==> src/rtl/serial_add_sequencer_if.sv <==
// Request/result handshake bundle for the bit-serial add/subtract engine.
// The requester uses the master modport and the engine uses the slave modport.
interface serial_add_sequencer_if #(
    parameter int WIDTH = 64
);
    logic             start_valid;
    logic             start_ready;
    logic             sub;
    logic [WIDTH-1:0] a_in;
    logic [WIDTH-1:0] b_in;
    logic             res_valid;
    logic             res_ready;
    logic [WIDTH-1:0] result;
    logic             carry_out;
    logic             overflow;
    logic             zero;
    logic             negative;
    logic             busy;

    modport master (
        output start_valid, sub, a_in, b_in, res_ready,
        input  start_ready, res_valid, result, carry_out, overflow, zero, negative, busy
    );

    modport slave (
        input  start_valid, sub, a_in, b_in, res_ready,
        output start_ready, res_valid, result, carry_out, overflow, zero, negative, busy
    );
endinterface

==> src/rtl/serial_add_sequencer.sv <==
// Bit-serial add/subtract: one full-adder cell evaluated over WIDTH cycles,
// result and ALU flags presented through a valid/ready handshake.
module serial_add_sequencer #(
    parameter int WIDTH = 64
) (
    input  logic                  clk,
    input  logic                  reset_n,
    serial_add_sequencer_if.slave bus
);
    localparam int CW = (WIDTH > 1) ? $clog2(WIDTH) : 1;

    typedef enum logic [1:0] {IDLE, RUN, DONE} state_t;

    state_t           state, state_nxt;
    logic [WIDTH-1:0] a_q, b_q, res_q;
    logic [CW-1:0]    cnt;
    logic             carry;
    logic             c_q, v_q, z_q, n_q;

    logic             sum_bit, cout, last;
    logic [WIDTH-1:0] final_sum;

    assign sum_bit   = a_q[0] ^ b_q[0] ^ carry;
    assign cout      = (a_q[0] & b_q[0]) | (carry & (a_q[0] ^ b_q[0]));
    assign last      = (cnt == CW'(WIDTH - 1));
    // Sum bits shift into A's MSB, so on the last evaluation A already holds
    // the low WIDTH-1 result bits and only the current sum bit is missing.
    assign final_sum = {sum_bit, a_q[WIDTH-1:1]};

    always_ff @(posedge clk or negedge reset_n) begin
        if (!reset_n) state <= IDLE;
        else          state <= state_nxt;
    end

    always_comb begin
        state_nxt = state;
        case (state)
            IDLE:    if (bus.start_valid) state_nxt = RUN;
            RUN:     if (last)            state_nxt = DONE;
            DONE:    if (bus.res_ready)   state_nxt = IDLE;
            default:                      state_nxt = IDLE;
        endcase
    end

    always_ff @(posedge clk or negedge reset_n) begin
        if (!reset_n) begin
            a_q   <= '0;
            b_q   <= '0;
            res_q <= '0;
            cnt   <= '0;
            carry <= 1'b0;
            c_q   <= 1'b0;
            v_q   <= 1'b0;
            z_q   <= 1'b0;
            n_q   <= 1'b0;
        end else begin
            if (state == IDLE && bus.start_valid) begin
                a_q   <= bus.a_in;
                b_q   <= bus.sub ? ~bus.b_in : bus.b_in;
                carry <= bus.sub;
                cnt   <= '0;
            end else if (state == RUN) begin
                a_q   <= final_sum;
                b_q   <= {1'b0, b_q[WIDTH-1:1]};
                carry <= cout;
                cnt   <= cnt + CW'(1);
                if (last) begin
                    // carry is the carry consumed by the MSB on this evaluation
                    res_q <= final_sum;
                    c_q   <= cout;
                    v_q   <= carry ^ cout;
                    z_q   <= (final_sum == '0);
                    n_q   <= sum_bit;
                end
            end
        end
    end

    assign bus.start_ready = (state == IDLE);
    assign bus.busy        = (state == RUN);
    assign bus.res_valid   = (state == DONE);
    assign bus.result      = res_q;
    assign bus.carry_out   = c_q;
    assign bus.overflow    = v_q;
    assign bus.zero        = z_q;
    assign bus.negative    = n_q;
endmodule

==> src/flat_wrapper.sv <==
// flat-port wrapper written by rule: the top's interface ports become plain ports
module serial_add_sequencer_flat 
#(
    parameter int WIDTH = 64
)
  (clk, reset_n, bus_start_valid, bus_sub, bus_a_in, bus_b_in, bus_res_ready, bus_start_ready, bus_res_valid, bus_result, bus_carry_out, bus_overflow, bus_zero, bus_negative, bus_busy);
  serial_add_sequencer_if #(.WIDTH(WIDTH)) bus_i ();
  input  logic clk;
  input  logic reset_n;
  input wire logic [$bits(bus_i.start_valid)-1:0] bus_start_valid;
  input wire logic [$bits(bus_i.sub)-1:0] bus_sub;
  input wire logic [$bits(bus_i.a_in)-1:0] bus_a_in;
  input wire logic [$bits(bus_i.b_in)-1:0] bus_b_in;
  input wire logic [$bits(bus_i.res_ready)-1:0] bus_res_ready;
  output wire logic [$bits(bus_i.start_ready)-1:0] bus_start_ready;
  output wire logic [$bits(bus_i.res_valid)-1:0] bus_res_valid;
  output wire logic [$bits(bus_i.result)-1:0] bus_result;
  output wire logic [$bits(bus_i.carry_out)-1:0] bus_carry_out;
  output wire logic [$bits(bus_i.overflow)-1:0] bus_overflow;
  output wire logic [$bits(bus_i.zero)-1:0] bus_zero;
  output wire logic [$bits(bus_i.negative)-1:0] bus_negative;
  output wire logic [$bits(bus_i.busy)-1:0] bus_busy;
  assign bus_i.start_valid = bus_start_valid;
  assign bus_i.sub = bus_sub;
  assign bus_i.a_in = bus_a_in;
  assign bus_i.b_in = bus_b_in;
  assign bus_i.res_ready = bus_res_ready;
  assign bus_start_ready = bus_i.start_ready;
  assign bus_res_valid = bus_i.res_valid;
  assign bus_result = bus_i.result;
  assign bus_carry_out = bus_i.carry_out;
  assign bus_overflow = bus_i.overflow;
  assign bus_zero = bus_i.zero;
  assign bus_negative = bus_i.negative;
  assign bus_busy = bus_i.busy;
  serial_add_sequencer #(.WIDTH(WIDTH)) u_core (.clk(clk), .reset_n(reset_n), .bus(bus_i));
endmodule
==> config.mk <==
export PLATFORM = sky130hd
export DESIGN_NAME = serial_add_sequencer_flat
export DESIGN_NICKNAME = d
export VERILOG_FILES = /design/src/rtl/serial_add_sequencer_if.sv /design/src/rtl/serial_add_sequencer.sv /design/src/flat_wrapper.sv
export SDC_FILE = /design/constraint.sdc
export NUM_CORES = 1
export LEC_CHECK = 0
export CORE_MARGIN = 3
export CORE_UTILIZATION = 55
export DETAILED_ROUTE_END_ITERATION = 6
export HOLD_SLACK_MARGIN = 0.06
export PLACE_DENSITY_LB_ADDON = 0.1
export SLEW_MARGIN = 20
export SYNTH_ARGS = -nofsm -noshare
export SYNTH_HDL_FRONTEND = slang
export SYNTH_SLANG_ARGS = --single-unit
==> constraint.sdc <==
create_clock -name clk -period 5.11 [get_ports clk]
set_input_delay 0.7665 -clock clk [delete_from_list [all_inputs] [get_ports clk]]
set_output_delay 0.7665 -clock clk [all_outputs]
set_load 0.01 [all_outputs]
==> results of run 1 <==
==> path summary, 6_finish.rpt <==
kind | to | from | slack [ns] | depth (start not counted)
setup reg to reg | u_core.cnt[5]$_DFFE_PN0P_ | u_core.state[1]$_DFFE_PN0P_ | 2.48 | 6
min in group clk | u_core.bus.result[23]$_DFFE_PN0P_ | u_core.bus.result[23]$_DFFE_PN0P_ | 0.49 | 1
hold / removal | u_core.b_q[14]$_DFFE_PN0P_ | reset_n | 0.39 | 1
hold reg to reg | u_core.bus.result[23]$_DFFE_PN0P_ | u_core.bus.result[23]$_DFFE_PN0P_ | 0.49 | 1
max in group asynchronous | u_core.b_q[47]$_DFFE_PN0P_ | reset_n | 3.63 | 2
setup / recovery | bus_busy | u_core.state[1]$_DFFE_PN0P_ | 2.00 | 3
==> final cells by class <==
| class | instances | area share (%) |
|---|---|---|
| tap | 216 | 2.27 |
| multi-input combinational | 635 | 31.5 |
| clock inverter | 8 | 0.671 |
| inverter | 2 | 0.0839 |
| clock buffer | 29 | 5.09 |
| timing repair buffer | 211 | 17.6 |
| sequential | 204 | 42.8 |
==> cell usage in the layout (no fill, tap or decap), drive strengths merged <==
master         synthesis  layout
inv                    2       2
nand2                264     264
fa                     1       1
bufinv                 0       1
a21o                   1       1
ha                     1       1
clkdlybuf4s50          0     201
a22oi                 65      65
dfrtp                204     204
a21oi                  1       1
nor3                   1       1
nor4                  17      17
nand3                  4       4
nor2                  67      67
nor2b                  1       1
buf                   36      10
clkbuf                29      29
clkinv                 0       7
a31oi                 63      63
xor2                  63      63
o211ai                 1       1
o21ai                  8       8
nor3b                  1       1
nand2b                 1       1
nand4                  6       6
xnor2                  2       2
mux2                  66      66
o31ai                  1       1
==> flip-flops by register name, indices dropped and copies added (netlist names) <==
register and flops:
u_core.a_q 64, u_core.bus.overflow 1, u_core.state 2, u_core.bus.carry_out 1, u_core.carry 1, u_core.bus.result 64
u_core.cnt 6, u_core.bus.zero 1, u_core.b_q 64
==> critical path: stages, from the launching register on <==
cell	delay [ns]
dfrtp_1	0.41
nand2b_2	0.22
inv_4	0.51
clkdlybuf4s50_1	0.68
==> report_power, final <==
group / total, W / leakage, nW / internal [W] / switching [W]
Clock: 0.00152 / 0.342 / 0.000886 / 0.000630
Sequential: 0.00265 / 2.52 / 0.00218 / 0.000472
Combinational: 0.00127 / 2.42 / 0.000621 / 0.000649
Total: 0.00544 / 5.28 / 0.00368 / 0.00175
==> cell families after synthesis <==
kind of cell,Yosys count,synth area share [%]
adders and majority gates,2,0.356
AOI/OAI and AO/OA,140,10.4
DFF,204,55.9
and+or+nand+nor,362,15.8
buffers and inverters,67,3.15
xor gates and xnor gates,65,6.24
muxes,66,8.14
==> routing by layer <==
layer	GRT usage [%]	wire length [um]	part of all wire, %	vias up
li1	-	-	-	3420
met1	34.3	9550	43	3521
met2	38.0	10400	47	213
met3	6.30	1680	7.6	29
met4	4.52	359	1.6	0
met5	0	0	0	-
==> per-stage QoR <==
stage                     instances  hold slack (ns)  setup slack, ns  util, %
after global routing           1305            0.442             1.89     74.3
after global placement         1268            0.467             2.30     70.0
final                          1305            0.386             2.00     74.3
after CTS                      1305            0.491             1.99     74.3
after detailed placement       1268            0.478             2.26     70.0
after floorplan                 906            0.452             3.20        -
==> run summary, run 1 <==
Status: complete, no violations
Worst setup EP type: output port
Overall global routing resource usage: 24.1%
I/O Pins: 204
Synthesized net count: 1041
DP HPWL: 13500 um
Sequential share of the synthesized area: 55.9%
Count leader, synth: nand2_1
Vias in the first global route: 7055
Yosys top cell by area: dfrtp_1
Cell Area, Placed: 0.0112 mm2
Least-Margin Pin Slew: 1.01 ns
Pwr Total: 0.00544 W
Distinct cells, synth: 29
Net count, final: 1211
CP Launch Type: flip-flop
Fraction of registers with async set/reset: 100%
Die H: 135 um
Mapped Avg Cell Area: 10.1 um2
Via/cell ratio: 5.50
Router iterations before antenna repair: 5
Drt wl/cell: 16.8 um
Setup TNS: 0 ns
CP Max Fanout: 66
Design area: 0.0119 mm2
Cts hold-fix bufs: 0
CTS root buffer: clkbuf_16
CORE AREA: 0.0161 mm2
Register area: 0.00510 mm2
CTS H-tree depth: 1
RSZ-0062 raised after global routing: false
EDFF count, synth: 0
# Post-CTS Setup Buffers: 0
WP data arrival: 2.35 ns
CTS tree: yes
Post-synthesis register bit count: 204
CTS clock-pin slew for the worst setup and hold paths: 0.06 ns
Layout cell share with drive strength beyond 1: 9.92%
DRT iter0 DRCs: 519
Peak supply drop: 311 uV
Cells after synthesis: 906
P_leak: 5.28 nW
Setup violators final: 0
Hold Path Class: in -> async
Cell Pwr Density: 456 mW/mm2
Max clock buf depth: 3
Final hold vios: 0
Syn Std Cell Area: 0.00913 mm2
CTS resizes: 0
Dominant cells by area after synthesis: dfrtp_1 56%, nand2_1 11%, mux2_2 7.3%
Global placement routability congestion: 0.804
Routed via count: 7183
Die area: 0.0182 mm2
Num CTS Buffers: 22
Top post-synthesis cells by count: 264 x nand2_1, 204 x dfrtp_1, 67 x nor2_1
Ant diodes: 0
Largest net degree at the start of global routing: 134
Max Cap Viol: 0
Clock skew: 0.0183 ns
WL final: 21900 um
Initial Util: 56.9%
Routed Antenna Nets: 0
Period utilization: 61.0%
Ys flop type: dfrtp_1
Critical path type: reg -> out
F_max: 321 MHz
Max-slew violation count: 0
Top cell type's share of synthesized area: 55.9%
Total gr overflow: 0
Layout fillers: 1143
Synth warnings: 0
DRC Markers: 0
Req. time, crit path: 4.34 ns
Die width: 135 um
Antenna violations before repair: 0
First-pass GRT wire length: 36000 um
Worst rel slew slack: 32.4%
Rows: 46
PortBufs: 203
Multi-input gate area: 0.00376 mm2
Clk Latency, worst-skew pair: 0.51 ns
Post-layout min period: 3.11 ns
CTS Sinks: 204
Area delta synth->final: 30.6%
Power figures use the tool's default switching activity.
==> inputs of run 2 (changes only) <==
--- a/config.mk
+++ b/config.mk
@@ -6,7 +6,7 @@
 export NUM_CORES = 1
 export LEC_CHECK = 0
 export CORE_MARGIN = 3
-export CORE_UTILIZATION = 55
+export CORE_UTILIZATION = 51
 export DETAILED_ROUTE_END_ITERATION = 6
 export HOLD_SLACK_MARGIN = 0.06
 export PLACE_DENSITY_LB_ADDON = 0.1
==> constraint.sdc (replaced) <==
create_clock -name clk -period 3.2 [get_ports clk]
set_input_delay 0.48 -clock clk [delete_from_list [all_inputs] [get_ports clk]]
set_output_delay 0.48 -clock clk [all_outputs]
set_load 0.01 [all_outputs]
==> run summary, run 2 (synthesized netlist as in run 1, its figures left out) <==
Status: complete, no violations
Worst rel slew slack: 36.7%
Req. time, crit path: 2.72 ns
Switching Fraction: 32.0%
Max Cap Viol: 0
PortBufs: 203
Cell Area, Placed: 0.0114 mm2
Routed Antenna Nets: 0
Layout cell share with drive strength beyond 1: 10.2%
CTS clock-pin slew for the worst setup and hold paths: 0.06 ns
Clk Latency, worst-skew pair: 0.51 ns
P_sw: 0.00279 W
Register area: 0.00510 mm2
Area delta synth->final: 32.2%
Net count, final: 1217
DRC Markers: 0
RSZ-0062 raised after global routing: false
Final hold vios: 0
Most frequent cells in the layout: 263 x nand2_1, 204 x dfrtp_1, 201 x clkdlybuf4s50_1, 66 x nor2_1, 65 x a22oi_1
DP HPWL: 14100 um
Worst setup EP type: output port
WP data arrival: 1.93 ns
Period utilization: 75.5%
Relative contribution of combinational cells to total power: 23.7%
CTS Sinks: 204
CTS tree: yes
Max-slew violation count: 0
Placed Cells incl. Taps: 1281
I/O Pins: 204
Design area: 0.0121 mm2
First-pass GRT wire length: 37100 um
CTS resizes: 0
Max clock buf depth: 3
Ant diodes: 0
Antenna violations before repair: 1
Non-Filler Instances: 1321
Via/cell ratio: 5.43
F_max: 414 MHz
PnR worst setup slack: 0.785 ns
Global placement routability congestion: 0.783
Routed via count: 7177
CP Max Fanout: 9
Die H: 140 um
Post-layout min period: 2.41 ns
Num CTS Buffers: 23
Least-Margin Pin Slew: 0.950 ns
Setup violators final: 0
Die area: 0.0195 mm2
CORE AREA: 0.0174 mm2
Peak supply drop: 408 uV
CP top delay family: buffers and inverters
CTS H-tree depth: 1
Die width: 140 um
Int Pwr: 0.00593 W
Slowest cell on the critical path: clkdlybuf4s50_1
CP Launch Type: flip-flop
Critical path buffer and inverter count: 2
WL final: 22300 um
Multi-input gate area: 0.00376 mm2
Total gr overflow: 0
Hold Path Class: reg -> reg
Crit-path max cell delay: 0.57 ns
Clock share of power: 28.1%
Drt wl/cell: 16.9 um
Cell Pwr Density: 722 mW/mm2
Reg power frac: 48.2%
Worst path cell trace: nand2b_2, inv_4, clkdlybuf4s50_1
Setup TNS: 0 ns
Initial Util: 52.4%
Largest net degree at the start of global routing: 87
Rows: 48
DRT iter0 DRCs: 481
Layout fillers: 1323
Router iterations before antenna repair: 5
CTS root buffer: clkbuf_16
Leading cell type in the layout, fill and taps excluded: nand2_1
Critical path type: reg -> out
Vias in the first global route: 7245
Clock skew: 0.0134 ns
P_leak: 5.34 nW
Overall global routing resource usage: 22.7%
Dpl ws: 0.895 ns
==> run 2: layout make-up <==
type | count | area share, %
Clock inverter | 5 | 0.332
Sequential cell | 204 | 42.3
Inverter | 2 | 0.0829
Multi-Input combinational cell | 635 | 31.1
Timing Repair Buffer | 216 | 18.3
Clock buffer | 34 | 5.52
Tap cell | 225 | 2.33
==> run 2: through the flow <==
stage                     utilization [%]  hold WS, ns  power, W
after CTS                            69.3        0.495   0.00880
after global routing                 69.3        0.514   0.00933
after floorplan                         -        0.184   0.00544
after detailed placement             65.2        0.477   0.00629
after global placement               65.2        0.468   0.00621
final                                69.3        0.491   0.00872
==> run 2: routing by layer <==
metal	global-route usage, %	share of wire, %	up-vias
met1	31.7	44	3517
met5	0	0.040	-
met2	36.5	48	187
met3	5.95	6.9	23
met4	4.39	1.4	2
li1	-	-	3448
==> run 2: timing repair <==
item,4_1_cts,5_1_grt
endpoints found under the setup margin,0,0
hold buffers,1,0
hold endpoints to repair,69,0
buffers inserted,0,0
==> run 2: worst paths after layout <==
kind / to / startpoint / cells after the start / slack (ns)
max: bus_busy / u_core.state[1]$_DFFE_PN0P_ / 3 / 0.79
min: u_core.bus.result[23]$_DFFE_PN0P_ / u_core.bus.result[23]$_DFFE_PN0P_ / 1 / 0.49
max reg2reg: u_core.b_q[23]$_DFFE_PN0P_ / u_core.state[1]$_DFFE_PN0P_ / 5 / 1.10
min reg2reg: u_core.bus.result[23]$_DFFE_PN0P_ / u_core.bus.result[23]$_DFFE_PN0P_ / 1 / 0.49
max in group asynchronous: u_core.cnt[3]$_DFFE_PN0P_ / reset_n / 3 / 1.84
min in group asynchronous: u_core.b_q[17]$_DFFE_PN0P_ / reset_n / 2 / 0.53
==> run 2: power by group through the flow <==
| stage | Clock, W | Combinational, W | Sequential, W |
|---|---|---|---|
| 6_report | 0.00245 | 0.00206 | 0.00421 |
| 2_1_floorplan | 0 | 0.00142 | 0.00403 |
| 4_1_cts | 0.00252 | 0.00210 | 0.00419 |
| 3_3_place_gp | 0 | 0.00200 | 0.00421 |
| 3_5_place_dp | 0 | 0.00207 | 0.00423 |
| 5_1_grt | 0.00262 | 0.00237 | 0.00434 |
==> run 2: worst reg2reg max path, stage by stage (launching register included) <==
cell and delay, ns:
dfrtp_1 0.41, nand2b_2 0.27, inv_4 0.18, buf_4 0.69
nand2_1 0.25, a31oi_1 0.21
